[src/rtl/inst_fetch_resp_pkg.sv]
// ----------------------------------------------------------------------------
// inst_fetch_resp_pkg
// Shared constants and types for the instruction fetch response block:
//   INST_ADDR_W / INST_W : instruction address and instruction bus widths
//   NOP_INST             : instruction injected for misaligned/timed-out fetches
//   TIMEOUT_LIMIT        : timer value at which a stuck bus transfer is abandoned
//   state_e              : fetch state machine encoding
// ----------------------------------------------------------------------------
package inst_fetch_resp_pkg;

    localparam int INST_ADDR_W = 32;
    localparam int INST_W      = 32;

    localparam logic [INST_W-1:0] NOP_INST      = 32'h0000_0013;   // addi x0, x0, 0
    localparam logic [7:0]        TIMEOUT_LIMIT = 8'd255;

    typedef enum logic [1:0] {
        ST_IDLE  = 2'd0,
        ST_BUSY  = 2'd1,
        ST_DRAIN = 2'd2
    } state_e;

endpackage

[src/rtl/inst_fetch_resp.sv]
// ----------------------------------------------------------------------------
// inst_fetch_resp
// Turns fetch-stage requests (ce_i/pc_i) into single-word memory bus reads and
// presents the returned instruction to decode. The last fetched address is
// remembered so an unchanged pc_i does not re-fetch. Misaligned addresses are
// answered locally with a NOP. A flush during a transfer lets the transfer
// finish on the bus (DRAIN) but throws its data away.
//
// Ports:
//   clk_i           : clock, rising edge
//   n_rst_i         : synchronous active-low reset
//   ce_i            : fetch enable
//   pc_i            : fetch address
//   flush_i         : discard any in-flight fetch
//   mem_req_o       : bus request (held until ack)
//   mem_addr_o      : bus word address
//   mem_ack_i       : bus read-data valid
//   mem_rdata_i     : bus read data
//   inst_o          : instruction to decode
//   inst_valid_o    : inst_o belongs to the held address
//   inst_misalign_o : held address is not word aligned
//   inst_timeout_o  : fetch was abandoned by the timeout
//   stall_req_o     : stall request to the pipeline controller
//
// Build option:
//   INST_FETCH_TIMEOUT_EN : adds an 8-bit watchdog that abandons a transfer
//                           after 256 cycles without ack. Without it the block
//                           waits forever and inst_timeout_o is constant 0.
// ----------------------------------------------------------------------------
module inst_fetch_resp
    import inst_fetch_resp_pkg::*;
(
    input  logic                   clk_i,
    input  logic                   n_rst_i,
    input  logic                   ce_i,
    input  logic [INST_ADDR_W-1:0] pc_i,
    input  logic                   flush_i,
    output logic                   mem_req_o,
    output logic [INST_ADDR_W-1:0] mem_addr_o,
    input  logic                   mem_ack_i,
    input  logic [INST_W-1:0]      mem_rdata_i,
    output logic [INST_W-1:0]      inst_o,
    output logic                   inst_valid_o,
    output logic                   inst_misalign_o,
    output logic                   inst_timeout_o,
    output logic                   stall_req_o
);

    state_e                 state_reg, state_next;
    logic [INST_ADDR_W-1:0] held_pc_reg, held_pc_next;
    logic                   held_vld_reg, held_vld_next;
    logic                   mem_req_reg, mem_req_next;
    logic [INST_ADDR_W-1:0] mem_addr_reg, mem_addr_next;
    logic [INST_W-1:0]      inst_reg, inst_next;
    logic                   inst_valid_reg, inst_valid_next;
    logic                   misalign_reg, misalign_next;
`ifdef INST_FETCH_TIMEOUT_EN
    logic [7:0]             timer_reg, timer_next;
    logic                   timeout_reg, timeout_next;
`endif

    // A fetch is needed when enabled and the held instruction does not match pc_i.
    logic need;
    assign need = ce_i && (!held_vld_reg || (pc_i != held_pc_reg));

    always_ff @(posedge clk_i) begin
        if (!n_rst_i) begin
            state_reg      <= ST_IDLE;
            held_pc_reg    <= '0;
            held_vld_reg   <= 1'b0;
            mem_req_reg    <= 1'b0;
            mem_addr_reg   <= '0;
            inst_reg       <= NOP_INST;
            inst_valid_reg <= 1'b0;
            misalign_reg   <= 1'b0;
`ifdef INST_FETCH_TIMEOUT_EN
            timer_reg      <= '0;
            timeout_reg    <= 1'b0;
`endif
        end else begin
            state_reg      <= state_next;
            held_pc_reg    <= held_pc_next;
            held_vld_reg   <= held_vld_next;
            mem_req_reg    <= mem_req_next;
            mem_addr_reg   <= mem_addr_next;
            inst_reg       <= inst_next;
            inst_valid_reg <= inst_valid_next;
            misalign_reg   <= misalign_next;
`ifdef INST_FETCH_TIMEOUT_EN
            timer_reg      <= timer_next;
            timeout_reg    <= timeout_next;
`endif
        end
    end

    always_comb begin
        state_next      = state_reg;
        held_pc_next    = held_pc_reg;
        held_vld_next   = held_vld_reg;
        mem_req_next    = mem_req_reg;
        mem_addr_next   = mem_addr_reg;
        inst_next       = inst_reg;
        inst_valid_next = inst_valid_reg;
        misalign_next   = misalign_reg;
`ifdef INST_FETCH_TIMEOUT_EN
        timer_next      = timer_reg;
        timeout_next    = timeout_reg;
`endif

        case (state_reg)
            ST_IDLE: begin
                if (flush_i) begin
                    held_vld_next   = 1'b0;
                    inst_valid_next = 1'b0;
                end else if (need) begin
                    held_pc_next = pc_i;
`ifdef INST_FETCH_TIMEOUT_EN
                    timeout_next = 1'b0;
`endif
                    if (pc_i[1:0] != 2'b00) begin
                        // Misaligned: answer locally, never touch the bus.
                        held_vld_next   = 1'b1;
                        inst_next       = NOP_INST;
                        inst_valid_next = 1'b1;
                        misalign_next   = 1'b1;
                    end else begin
                        state_next      = ST_BUSY;
                        mem_req_next    = 1'b1;
                        mem_addr_next   = pc_i;
                        held_vld_next   = 1'b0;
                        inst_valid_next = 1'b0;
                        misalign_next   = 1'b0;
`ifdef INST_FETCH_TIMEOUT_EN
                        timer_next      = '0;
`endif
                    end
                end
            end

            ST_BUSY: begin
                if (mem_ack_i) begin
                    state_next   = ST_IDLE;
                    mem_req_next = 1'b0;
                    if (flush_i) begin
                        // Data arrived together with the flush: it is stale.
                        held_vld_next   = 1'b0;
                        inst_valid_next = 1'b0;
                    end else begin
                        inst_next       = mem_rdata_i;
                        inst_valid_next = 1'b1;
                        held_vld_next   = 1'b1;
                    end
                end else if (flush_i) begin
                    // The bus transfer must still complete; wait for it in DRAIN.
                    state_next      = ST_DRAIN;
                    held_vld_next   = 1'b0;
                    inst_valid_next = 1'b0;
`ifdef INST_FETCH_TIMEOUT_EN
                    timer_next      = '0;
                end else if (timer_reg == TIMEOUT_LIMIT) begin
                    state_next      = ST_IDLE;
                    mem_req_next    = 1'b0;
                    inst_next       = NOP_INST;
                    inst_valid_next = 1'b1;
                    held_vld_next   = 1'b1;
                    timeout_next    = 1'b1;
                end else begin
                    timer_next = timer_reg + 8'd1;
`endif
                end
            end

            ST_DRAIN: begin
                if (mem_ack_i) begin
                    state_next   = ST_IDLE;
                    mem_req_next = 1'b0;
`ifdef INST_FETCH_TIMEOUT_EN
                end else if (timer_reg == TIMEOUT_LIMIT) begin
                    // The flushed fetch is already dead; abandon without reporting.
                    state_next      = ST_IDLE;
                    mem_req_next    = 1'b0;
                    inst_valid_next = 1'b0;
                    held_vld_next   = 1'b0;
                    timeout_next    = 1'b0;
                end else begin
                    timer_next = timer_reg + 8'd1;
`endif
                end
            end

            default: begin
                state_next   = ST_IDLE;
                mem_req_next = 1'b0;
            end
        endcase
    end

    assign mem_req_o       = mem_req_reg;
    assign mem_addr_o      = mem_addr_reg;
    assign inst_o          = inst_reg;
    assign inst_valid_o    = inst_valid_reg;
    assign inst_misalign_o = misalign_reg;
`ifdef INST_FETCH_TIMEOUT_EN
    assign inst_timeout_o  = timeout_reg;
`else
    assign inst_timeout_o  = 1'b0;
`endif
    assign stall_req_o     = (state_reg != ST_IDLE) || need;

endmodule

[config.mk]
export PLATFORM = sky130hd
export DESIGN_NAME = inst_fetch_resp
export DESIGN_NICKNAME = d
export VERILOG_FILES = /design/src/rtl/inst_fetch_resp_pkg.sv /design/src/rtl/inst_fetch_resp.sv
export SDC_FILE = /design/constraint.sdc
export NUM_CORES = 1
export LEC_CHECK = 0
export ABC_AREA = 1
export BUFFER_PORTS_ARGS = -buffer_cell sky130_fd_sc_hd__buf_4
export CAP_MARGIN = 20
export CORE_MARGIN = 2
export CORE_UTILIZATION = 45
export CTS_CLUSTER_DIAMETER = 40
export CTS_CLUSTER_SIZE = 20
export DETAILED_ROUTE_END_ITERATION = 10
export GPL_ROUTABILITY_DRIVEN = 0
export PLACE_DENSITY = 0.75
export SLEW_MARGIN = 40
export SYNTH_ARGS = -nofsm -noshare
export SYNTH_HDL_FRONTEND = slang
export SYNTH_SLANG_ARGS = --single-unit
[constraint.sdc]
create_clock -name clk_i -period 2 [get_ports clk_i]
set_input_delay 0 -clock clk_i [delete_from_list [all_inputs] [get_ports clk_i]]
set_output_delay 0 -clock clk_i [all_outputs]
set_load 0.01 [all_outputs]
==> impl_results.md, run 1 <==
* Clock Sinks at 101
* Routed WL per cell at 13.8 um
* Final hold viol count at 0
* HP Class: input pin to register
* Port Buffers at 136
* Initial DRC Count at 283
* P_leak at 0.00315 uW
* Starting Density at 46.4%
* Syn_nets at 728
* Finished Cell Area at 6660 um2
* Cts bufs inserted at 9
* Net Sw Frac at 28.4%
* Yosys top cell area share at 44.4%
* Drt first pass iters at 5
* CP max-delay cell: dfxtp_2
* Xor and xnor area share after synthesis at 1.73%
* Primary FF master, synth: dfxtp_1
* CP dominant cell by count: buf_12
* CTS tree: done
* Vias in the first global route at 4609
* Via density at 4.94
* DRT Wirelength at 13500 um
* Fin crit share at 95.4%
* Power Internal at 3200 uW
* Die width at 105 um
* Critical path buffers and inverters at 4
* Number of enable flip-flop cells after synthesis at 0
* NetSw at 1260 uW
* Worst EP arrival at 2.16 ns
* Max clock buf depth at 2
* Largest family of logic cells by synthesized area: simple AND/OR/NAND/NOR gates
* First-pass GRT wire length at 20900 um
* Unrepaired setup endpoints after global routing: true
* Largest net degree at the start of global routing at 55
* Number of routed nets with antenna violations at 0
* H-tree depth at 3
* Maximum VDD drop at 0.000447 V
* Cell count after synthesis at 656
* Area Growth Syn to Fin at 46.2%
* Core area at 9820 um2
* DP Worst Slack at -0.00213 ns
* Initial antenna violation count at 0
* Final setup margin at 0.0914 ns
* Distinct cells, synth at 28
* Startpoint class of the critical path: register
* Adder-Cell Fraction of Synth Area at 0.824%
* Max-cap violations at 0
* Pwr dens at 670 nW/um2
* Crit Path Category: register to register
* Hpwl dp at 8230 um
* Setup Skew at 0.0193 ns
* Mux cell area share after synthesis at 0%
* CP peak stage delay at 0.34 ns
* Die H at 105 um
* WP data required at 2.25 ns
* Final slew viol count at 0
* Register area at 2030 um2
* DRC viols at 0
* Clock Power Share at 30.3%
* Worst-skew pair later-pin latency at 0.36 ns
* Total track usage at 23.0%
* DP Area at 5670 um2
* Layout Nets at 913
* Combinational Power Share at 21.0%
* Min Tclk post-route at 1.91 ns
* Setup crit end kind: register
* Post-Syn Area per Cell at 6.94 um2
* Vias post-DR at 4841
* GR Overflow Total at 0
* Die Area at 10900 um2
* Row count at 36
* Reg clk slew, reported paths at 0.10 ns
* Status: finished, final reports clean
* Crit-path cells: inv_1, ha_1, buf_12, o21ai_1, a211oi_4, buf_6, buf_12, nand3_1, nand2_1, nor2_1
* CP max FO at 32
* Yosys reg bits at 101
* Synthesized area at 4550 um2
* Sequential fraction of the synthesis area at 44.4%
* Fillers at 806
* Multi-input gate area at 2070 um2
* Design Power at 4460 uW
* I/O Pins at 138
* Synth Area in Compound Gates at 10.9%
* Fraction of registers with async set/reset at 0%
* Area leader, netlist: dfxtp_1
* Root Buffer: clkbuf_8
* Fin Setup TNS at 0 ns
* Final setup viols at 0
* Ys Warns at 0
* Crit path max-delay family: buffers and inverters
* Largest cells by area after synthesis: dfxtp_1, nand2_1, nand3_1, a21oi_1, inv_1
* # diodes at 0
* Layout cell share with drive strength beyond 1 at 22.6%
* Simple logic cell fraction of the synthesized area at 31.5%
* FMAX at 524 MHz
* Seq pwr share at 48.7%
-- worst min-delay path, stage by stage --
cell     delay [ns]
buf_4          0.11
nand2_1        0.05
inv_1          0.03
nand3_1        0.07
a21oi_1        0.06
-- power groups by stage --
stage	sequential, uW	clock (uW)	combinational [uW]
floorplan	2230	0	411
finish	2170	1350	935
CTS	2170	1380	861
global placement	2210	0	743
global route	2190	1480	1030
detailed placement	2210	0	764
-- layout make-up --
cell class / count / area share [%]
clock buffer: 10 / 2.07
tap: 133 / 2.50
multi-input combinational: 447 / 31.1
inverter: 67 / 3.93
clock inverter: 6 / 1.05
timing repair buffer: 215 / 28.9
sequential: 101 / 30.5
-- logic make-up after synthesis --
kind of cell,after synthesis
simple gates,339
xor+xnor,9
compound gates,95
other cells,1
flops,101
buf+inv,108
fa+ha+maj,3
-- Yosys cell counts, types with 2 or more instances --
cell	instances
nand2_1	197
dfxtp_1	101
nand3_1	80
a21oi_1	67
inv_1	64
nor2_1	43
o21ai_0	23
buf_2	18
clkbuf_1	13
nand4_1	11
xnor2_1	8
buf_6	6
buf_1	3
ha_1	3
inv_2	3
or2_2	3
nand2_2	2
-- per-stage QoR --
stage	std cells	utilization [%]	hold WS, ns
after floorplan	656	-	0.138
final	979	67.8	0.00965
after CTS	973	66.0	0.000252
after detailed placement	897	57.7	0.255
after global routing	979	67.8	0.00563
after global placement	897	57.7	0.249
-- path summary, 6_finish.rpt --
| path | startpoint | endpoint | slack [ns] | cells past startpoint |
|---|---|---|---|---|
| setup / recovery | state_reg[1] | inst_o[6] | 0.09 | 10 |
| hold / removal | mem_rdata_i[10] | inst_o[10] | 0.01 | 5 |
| setup reg to reg | state_reg[1] | inst_o[6] | 0.09 | 10 |
| hold reg to reg | mem_addr_o[0] | mem_addr_o[0] | 0.44 | 2 |
-- layout by cell type (no fill, tap or decap), types with 11 or more instances in the layout --
master / count
nand4_1: 11
dlygate4sd3_1: 60
dfxtp_1: 97
nand2_1: 195
nor2_1: 42
a21oi_1: 66
o21ai_0: 23
inv_1: 63
buf_4: 143
nand3_1: 80
-- metal layers --
| layer | up-vias | global-route usage (%) | wire length, um |
|---|---|---|---|
| li1 | 2451 | - | - |
| met3 | 22 | 4.49 | 669 |
| met5 | - | 0 | 0 |
| met4 | 0 | 7.52 | 261 |
| met1 | 2209 | 27.6 | 5660 |
| met2 | 159 | 41.1 | 6920 |
-- repair_timing --
action	in CTS	in global routing
buffers inserted	0	1
hold endpoints to repair	88	0
pin swaps	0	1
gates resized for setup	1	18
gates cloned	0	5
hold buffers	60	0
endpoints found under the setup margin	9	95
No activity file was read; power rests on OpenSTA's default activity.
==> inputs of run 2 (changes only) <==
--- a/config.mk
+++ b/config.mk
@@ -8,13 +8,16 @@
 export ABC_AREA = 1
 export BUFFER_PORTS_ARGS = -buffer_cell sky130_fd_sc_hd__buf_4
 export CAP_MARGIN = 20
+export CELL_PAD_IN_SITES_DETAIL_PLACEMENT = 1
+export CELL_PAD_IN_SITES_GLOBAL_PLACEMENT = 2
+export CORE_ASPECT_RATIO = 2
 export CORE_MARGIN = 2
-export CORE_UTILIZATION = 45
+export CORE_UTILIZATION = 27
 export CTS_CLUSTER_DIAMETER = 40
 export CTS_CLUSTER_SIZE = 20
 export DETAILED_ROUTE_END_ITERATION = 10
 export GPL_ROUTABILITY_DRIVEN = 0
-export PLACE_DENSITY = 0.75
+export PLACE_DENSITY = 0.83
 export SLEW_MARGIN = 40
 export SYNTH_ARGS = -nofsm -noshare
 export SYNTH_HDL_FRONTEND = slang
==> run 2 against run 1 <==
  * Setup slack gained 0.031 ns
  * Register-to-register slack gained 0.03 ns
  * Non-clock buffer count grew 1
  * Cell area grew 1.6%
  * Routed wire length grew 14%
  * First-iteration DRC count shrank 40%
  * Sequential share of layout area shrank 0.55 points
  * Global-route usage shrank 6.2 points
  * Utilization shrank 27 points
  * Combinational power grew 0.5%
  * Sequential cell count is the same
  * Maximum frequency grew 1.7%
  * Critical path type unchanged
  * Largest power group unchanged
==> impl_results.md, run 2 (synthesis gave the netlist of run 1 again) <==
* Maximum VDD drop at 0.000351 V (-21%)
* Min Tclk post-route at 1.88 ns (-0.0312 ns)
* Commonest non-fill, non-tap cell in the layout: nand2_1
* CP max FO at 26 (-19%)
* CP peak stage delay at 0.35 ns (about the same)
* Util after Layout at 40.7% (-27 points)
* Layout cell share with drive strength beyond 1 at 22.6% (unchanged)
* Min-Delay Path Depth at 5 (unchanged)
* Initial DRC Count at 169 (-40%)
* # diodes at 0 (unchanged)
* Via density at 4.62 (-6.5%)
* Critical path buffers and inverters at 5 (+1)
* DP Cell Count at 974 (+8.6%)
* CTS tree: done
* Hpwl dp at 9960 um (+21%)
* Die width at 95.8 um (-8.4%)
* Fin Setup TNS at 0 ns (unchanged)
* Setup Skew at 0.0109 ns (-0.00840 ns)
* Fin crit share at 93.9% (-1.6 points)
* Vias in the first global route at 4826 (+4.7%)
* DRT Wirelength at 15300 um (+14%)
* Fillers at 2081 (+160%)
* Reg clk slew, reported paths at 0.07 ns (-0.03 ns)
* Crit-path cells: inv_1, ha_1, inv_2, nor2_2, inv_1, o21ai_1, a211oi_4, buf_4, buf_12, nand3_1, nand2_1, nor2_1
* H-tree depth at 3 (unchanged)
* Core area at 16600 um2 (+69%)
* CP dominant cell by count: inv_1
* Port Buffers at 136 (unchanged)
* Crit Path Category: register to register
* Initial antenna violation count at 0 (unchanged)
* FMAX at 533 MHz (+1.7%)
* Non-filler cells, final at 1053 (+7.6%)
* Crit path max-delay family: buffers and inverters
* Row count at 67 (+86%)
* Worst R2R Path Depth at 12 (+2)
* DP Worst Slack at 0.0128 ns (+0.0150 ns)
* Worst EP arrival at 2.11 ns (-0.05 ns)
* Final hold viol count at 0 (unchanged)
* DRC viols at 0 (unchanged)
* HP Class: input pin to register
* Drt first pass iters at 4 (-1)
* Clock Sinks at 101 (unchanged)
* WP data required at 2.24 ns (about the same)
* Number of routed nets with antenna violations at 0 (unchanged)
* Max-cap violations at 0 (unchanged)
* Largest net degree at the start of global routing at 55 (unchanged)
* Max clock buf depth at 2 (unchanged)
* First-pass GRT wire length at 23800 um (+14%)
* P_leak at 0.00317 uW (+0.61%)
* CP Depth at 12 (+2)
* Final setup viols at 0 (unchanged)
* I/O Pins at 138 (unchanged)
* Vias post-DR at 4870 (+0.60%)
* Final slew viol count at 0 (unchanged)
* Die H at 188 um (+79%)
* Commonest non-fill, non-tap cells in the layout: nand2_1, buf_4, dfxtp_1
* Area Growth Syn to Fin at 48.5%
* GR Overflow Total at 0 (unchanged)
* Cts bufs inserted at 9 (unchanged)
* Status: finished, final reports clean
* Die Area at 18000 um2 (+64%)
* Layout Nets at 914 (+0.11%)
* HP Start: mem_rdata_i[20]
* Pwr dens at 705 nW/um2 (+5.1%)
* Worst-skew pair later-pin latency at 0.35 ns (about the same)
* CP startpoint: state_reg[1]
* Routed WL per cell at 14.6 um (+5.6%)
* Starting Density at 27.4% (-19 points)
* CP max-delay cell: dfxtp_1
* Total track usage at 16.8% (-6.2 points)
* Startpoint class of the critical path: register
* R2R Path Start: state_reg[1]
* Final setup margin at 0.123 ns (+0.0312 ns)
* Root Buffer: clkbuf_16
* Setup crit end kind: register
-- run 2: path summary, 6_finish.rpt --
path                    to  slack [ns]
min reg2reg  mem_addr_o[1]        0.43
min             inst_o[20]        0.01
max reg2reg     inst_o[13]        0.12
max             inst_o[13]        0.12
-- run 2: tightest hold or removal path: cells and delay by family --
kind	cells	cell delay (ns)
buf+inv	1	0.08
simple gates	4	0.24
-- run 2: cell type report --
cell class              instances  area [um2]  share of cell area (%)
inverters                      67         262                    3.87
clock inverters                 5        37.5                   0.555
well taps                     207         259                    3.83
clock buffers                  10         239                    3.53
multi-input cells             447        2080                    30.7
flip-flops and latches        101        2020                    29.9
repair buffers                216        1870                    27.6
-- run 2: timing repair --
item                                    CTS  global route
gates resized for setup                   1            13
endpoints found under the hold margin    87             0
pin swaps                                 0             3
endpoints found under the setup margin    1            94
setup buffers                             0             3
gates cloned                              0             4
hold buffers                             57             0
-- run 2: metal layers --
layer,up-vias,GRT usage [%],routed length [um]
li1,2450,-,-
met1,2316,20.9,6760
met2,98,28.9,7800
met3,6,3.46,616
met4,0,4.45,155
met5,-,0,0
-- run 2: through the flow --
| stage | hold WS (ns) | power [uW] | cell area (um2) |
|---|---|---|---|
| after floorplan | 0.138 | 2640 | 4550 |
| after global placement | 0.250 | 2990 | 5770 |
| after detailed placement | 0.264 | 3010 | 5770 |
| after CTS | 0.000452 | 4790 | 6620 |
| after global routing | 0.0285 | 5040 | 6760 |
| final | 0.0139 | 4770 | 6760 |
-- run 2: where the power goes --
| group | leakage (uW) | switching, uW | internal, uW |
|---|---|---|---|
| registers | 0.000824 | 55.4 | 2110 |
| logic | 0.00222 | 493 | 447 |
| clock network | 0.000131 | 783 | 874 |
==> inputs of run 3 (changes only) <==
--- a/config.mk
+++ b/config.mk
@@ -18,6 +18,7 @@
 export DETAILED_ROUTE_END_ITERATION = 10
 export GPL_ROUTABILITY_DRIVEN = 0
 export PLACE_DENSITY = 0.83
+export SETUP_SLACK_MARGIN = 0.4
 export SLEW_MARGIN = 40
 export SYNTH_ARGS = -nofsm -noshare
 export SYNTH_HDL_FRONTEND = slang
==> run 3 against run 2 <==
  * Combinational power rose by 23%
  * Clock skew fell by 0.0029 ns
  * Clock-buffer cell count fell by 1
  * Sequential share of layout area fell by 2.7 points
  * Critical path depth rose by 2
  * Register-to-register slack got worse by 0.04 ns
  * Hold slack got worse by 0.012 ns
  * Total power rose by 9.8%
  * Utilization rose by 4.5 points
  * Sequential cell count did not move
  * Setup slack got worse by 0.043 ns
  * Critical path type unchanged
  * Largest power group unchanged
  * Highest routed layer unchanged
==> impl_results.md, run 3 (synthesis gave the netlist of run 1 again) <==
* Final slew viol count at 0 (unchanged)
* Layout Nets at 937 (+2.5%)
* Row count at 67 (unchanged)
* Crit Path Category: register to register
* Number of routed nets with antenna violations at 0 (unchanged)
* Pwr dens at 697 nW/um2 (-1.2%)
* Area Growth Syn to Fin at 65.0%
* # diodes at 0 (unchanged)
* Port Buffers at 136 (unchanged)
* P_leak at 0.00348 uW (+9.9%)
* Die width at 95.8 um (unchanged)
* Layout cell share with drive strength beyond 1 at 33.7% (+11 points)
* Cts bufs inserted at 9 (unchanged)
* R2R Path Start: held_pc_reg[13]
* Worst-skew pair later-pin latency at 0.36 ns (about the same)
* Hold Path End: inst_o[31]
* Die H at 188 um (unchanged)
* GR Overflow Total at 0 (unchanged)
* Fin crit share at 96.0% (+2.1 points)
* Initial DRC Count at 148 (-12%)
* Min Tclk post-route at 1.92 ns (+0.0427 ns)
* Status: finished, final reports clean
* Finished Cell Area at 7510 um2 (+11%)
* Drt first pass iters at 4 (unchanged)
* Unrepaired setup endpoints after global routing: true
* Largest net degree at the start of global routing at 35 (-36%)
* Initial antenna violation count at 0 (unchanged)
* Final hold viol count at 0 (unchanged)
* R2r setup slk at 0.08 ns (-0.04 ns)
* Fillers at 2025 (-2.7%)
* Max clock buf depth at 2 (unchanged)
* Final setup viols at 0 (unchanged)
* Worst R2R Path Depth at 14 (+2)
* Final setup margin at 0.0799 ns (-0.0427 ns)
* Setup Skew at 0.00806 ns (-0.00287 ns)
* Max-cap violations at 0 (unchanged)
* Root Buffer: clkbuf_16
* Hpwl dp at 10100 um (+0.89%)
* DRT Wirelength at 17500 um (+14%)
* Startpoint class of the critical path: register
* Core area at 16600 um2 (unchanged)
* HP Start: mem_rdata_i[31]
* Setup crit end kind: register
* Routed WL per cell at 16.2 um (+11%)
* Design Power at 5230 uW (+9.8%)
* Commonest non-fill, non-tap cells in the layout: nand2_1, buf_4, dfxtp_1
* Fin Setup TNS at 0 ns (unchanged)
* Die Area at 18000 um2 (unchanged)
* CP max FO at 7 (-73%)
* FMAX at 521 MHz (-2.2%)
* Starting Density at 27.4% (unchanged)
* Vias post-DR at 5049 (+3.7%)
* Min-Delay Path Depth at 5 (unchanged)
* Total track usage at 18.5% (+1.7 points)
* CTS tree: done
* FF-to-FF End: held_pc_reg[4]
* DRC viols at 0 (unchanged)
* Clock Sinks at 101 (unchanged)
* DP Area at 5840 um2 (+1.2%)
* First-pass GRT wire length at 26100 um (+9.7%)
* I/O Pins at 138 (unchanged)
* Via density at 4.69 (+1.4%)
* H-tree depth at 3 (unchanged)
* Maximum VDD drop at 0.000345 V (-1.9%)
* HP Class: input pin to register
* Reg clk slew, reported paths at 0.08 ns (about the same)
* Worst EP arrival at 2.21 ns (+0.10 ns)
* WP data required at 2.29 ns (+0.05 ns)
* Vias in the first global route at 5190 (+7.5%)
* DP Worst Slack at 0.114 ns (+0.101 ns)
* Commonest non-fill, non-tap cell in the layout: nand2_1
[run 3: changes by cell type in the layout (fill, tap and decap cells not counted), sizes merged]
cell / before / now
buf: 156 / 179
bufinv: 0 / 1
clkbuf: 13 / 16
clkinv: 3 / 1
clkinvlp: 2 / 1
dlygate4sd3: 57 / 53
inv: 67 / 71
[run 3: worst max path at each step]
stage	from	end	cells past startpoint
final	held_pc_reg[13]	held_pc_reg[4]	14
after global routing	held_pc_reg[15]	mem_addr_o[15]	15
after CTS	held_pc_reg[25]	state_reg[1]	15
after detailed placement	held_pc_reg[23]	held_pc_reg[6]	15
after global placement	state_reg[1]	inst_o[0]	11
after floorplan	state_reg[1]	inst_o[0]	12
[run 3: through the flow]
| step | utilization [%] | hold slack [ns] | cells |
|---|---|---|---|
| 2_1_floorplan | - | 0.138 | 656 |
| 5_1_grt | 45.3 | 0.0208 | 1077 |
| 6_report | 45.3 | 0.00229 | 1077 |
| 4_1_cts | 42.3 | 0.00103 | 1060 |
| 3_3_place_gp | 35.2 | 0.256 | 976 |
| 3_5_place_dp | 35.2 | 0.259 | 976 |
[run 3: repair_timing]
| action | in CTS | in global routing |
|---|---|---|
| hold buffers | 53 | 0 |
| pin swaps | 9 | 25 |
| buffers inserted | 11 | 9 |
| endpoints found under the hold margin | 83 | 0 |
| cloned | 4 | 8 |
| setup endpoints to repair | 98 | 102 |
| resized for setup | 44 | 82 |
[run 3: metal layers]
metal	vias to the layer above	part of all wire (%)	track usage (%)
met1	2394	43	23.6
met2	126	51	31.4
met4	0	1.8	6.15
met3	18	4.2	2.49
li1	2511	-	-
met5	-	0	0
[run 3: worst max-delay path: stages (launching register included)]
cell and delay [ns]:
dfxtp_2 0.32, inv_2 0.05, or2_0 0.13, nand3_1 0.10
nor2_1 0.17, nand2_1 0.12, nor2_2 0.16, nand2_2 0.10
nand2_4 0.10, inv_6 0.05, nand2_8 0.11, buf_12 0.13
buf_16 0.11, nand2_1 0.06, a21oi_2 0.14
[run 3: area by class of cell]
class                      instances  area [um2]  area share, %
multi-input combinational        447        2310           30.8
timing repair buffer             239        2310           30.7
clock buffer                       9         225           3.00
sequential                       101        2040           27.2
inverter                          67         274           3.65
clock inverter                     7        91.3           1.22
tap                              207         259           3.45
[run 3: where the power goes]
group | leakage [uW] | internal, uW | total [uW] | switching (uW)
registers | 0.000830 | 2110 | 2180 | 63.5
logic | 0.00250 | 582 | 1160 | 576
clock network | 0.000154 | 1010 | 1900 | 886
total | 0.00348 | 3710 | 5230 | 1530
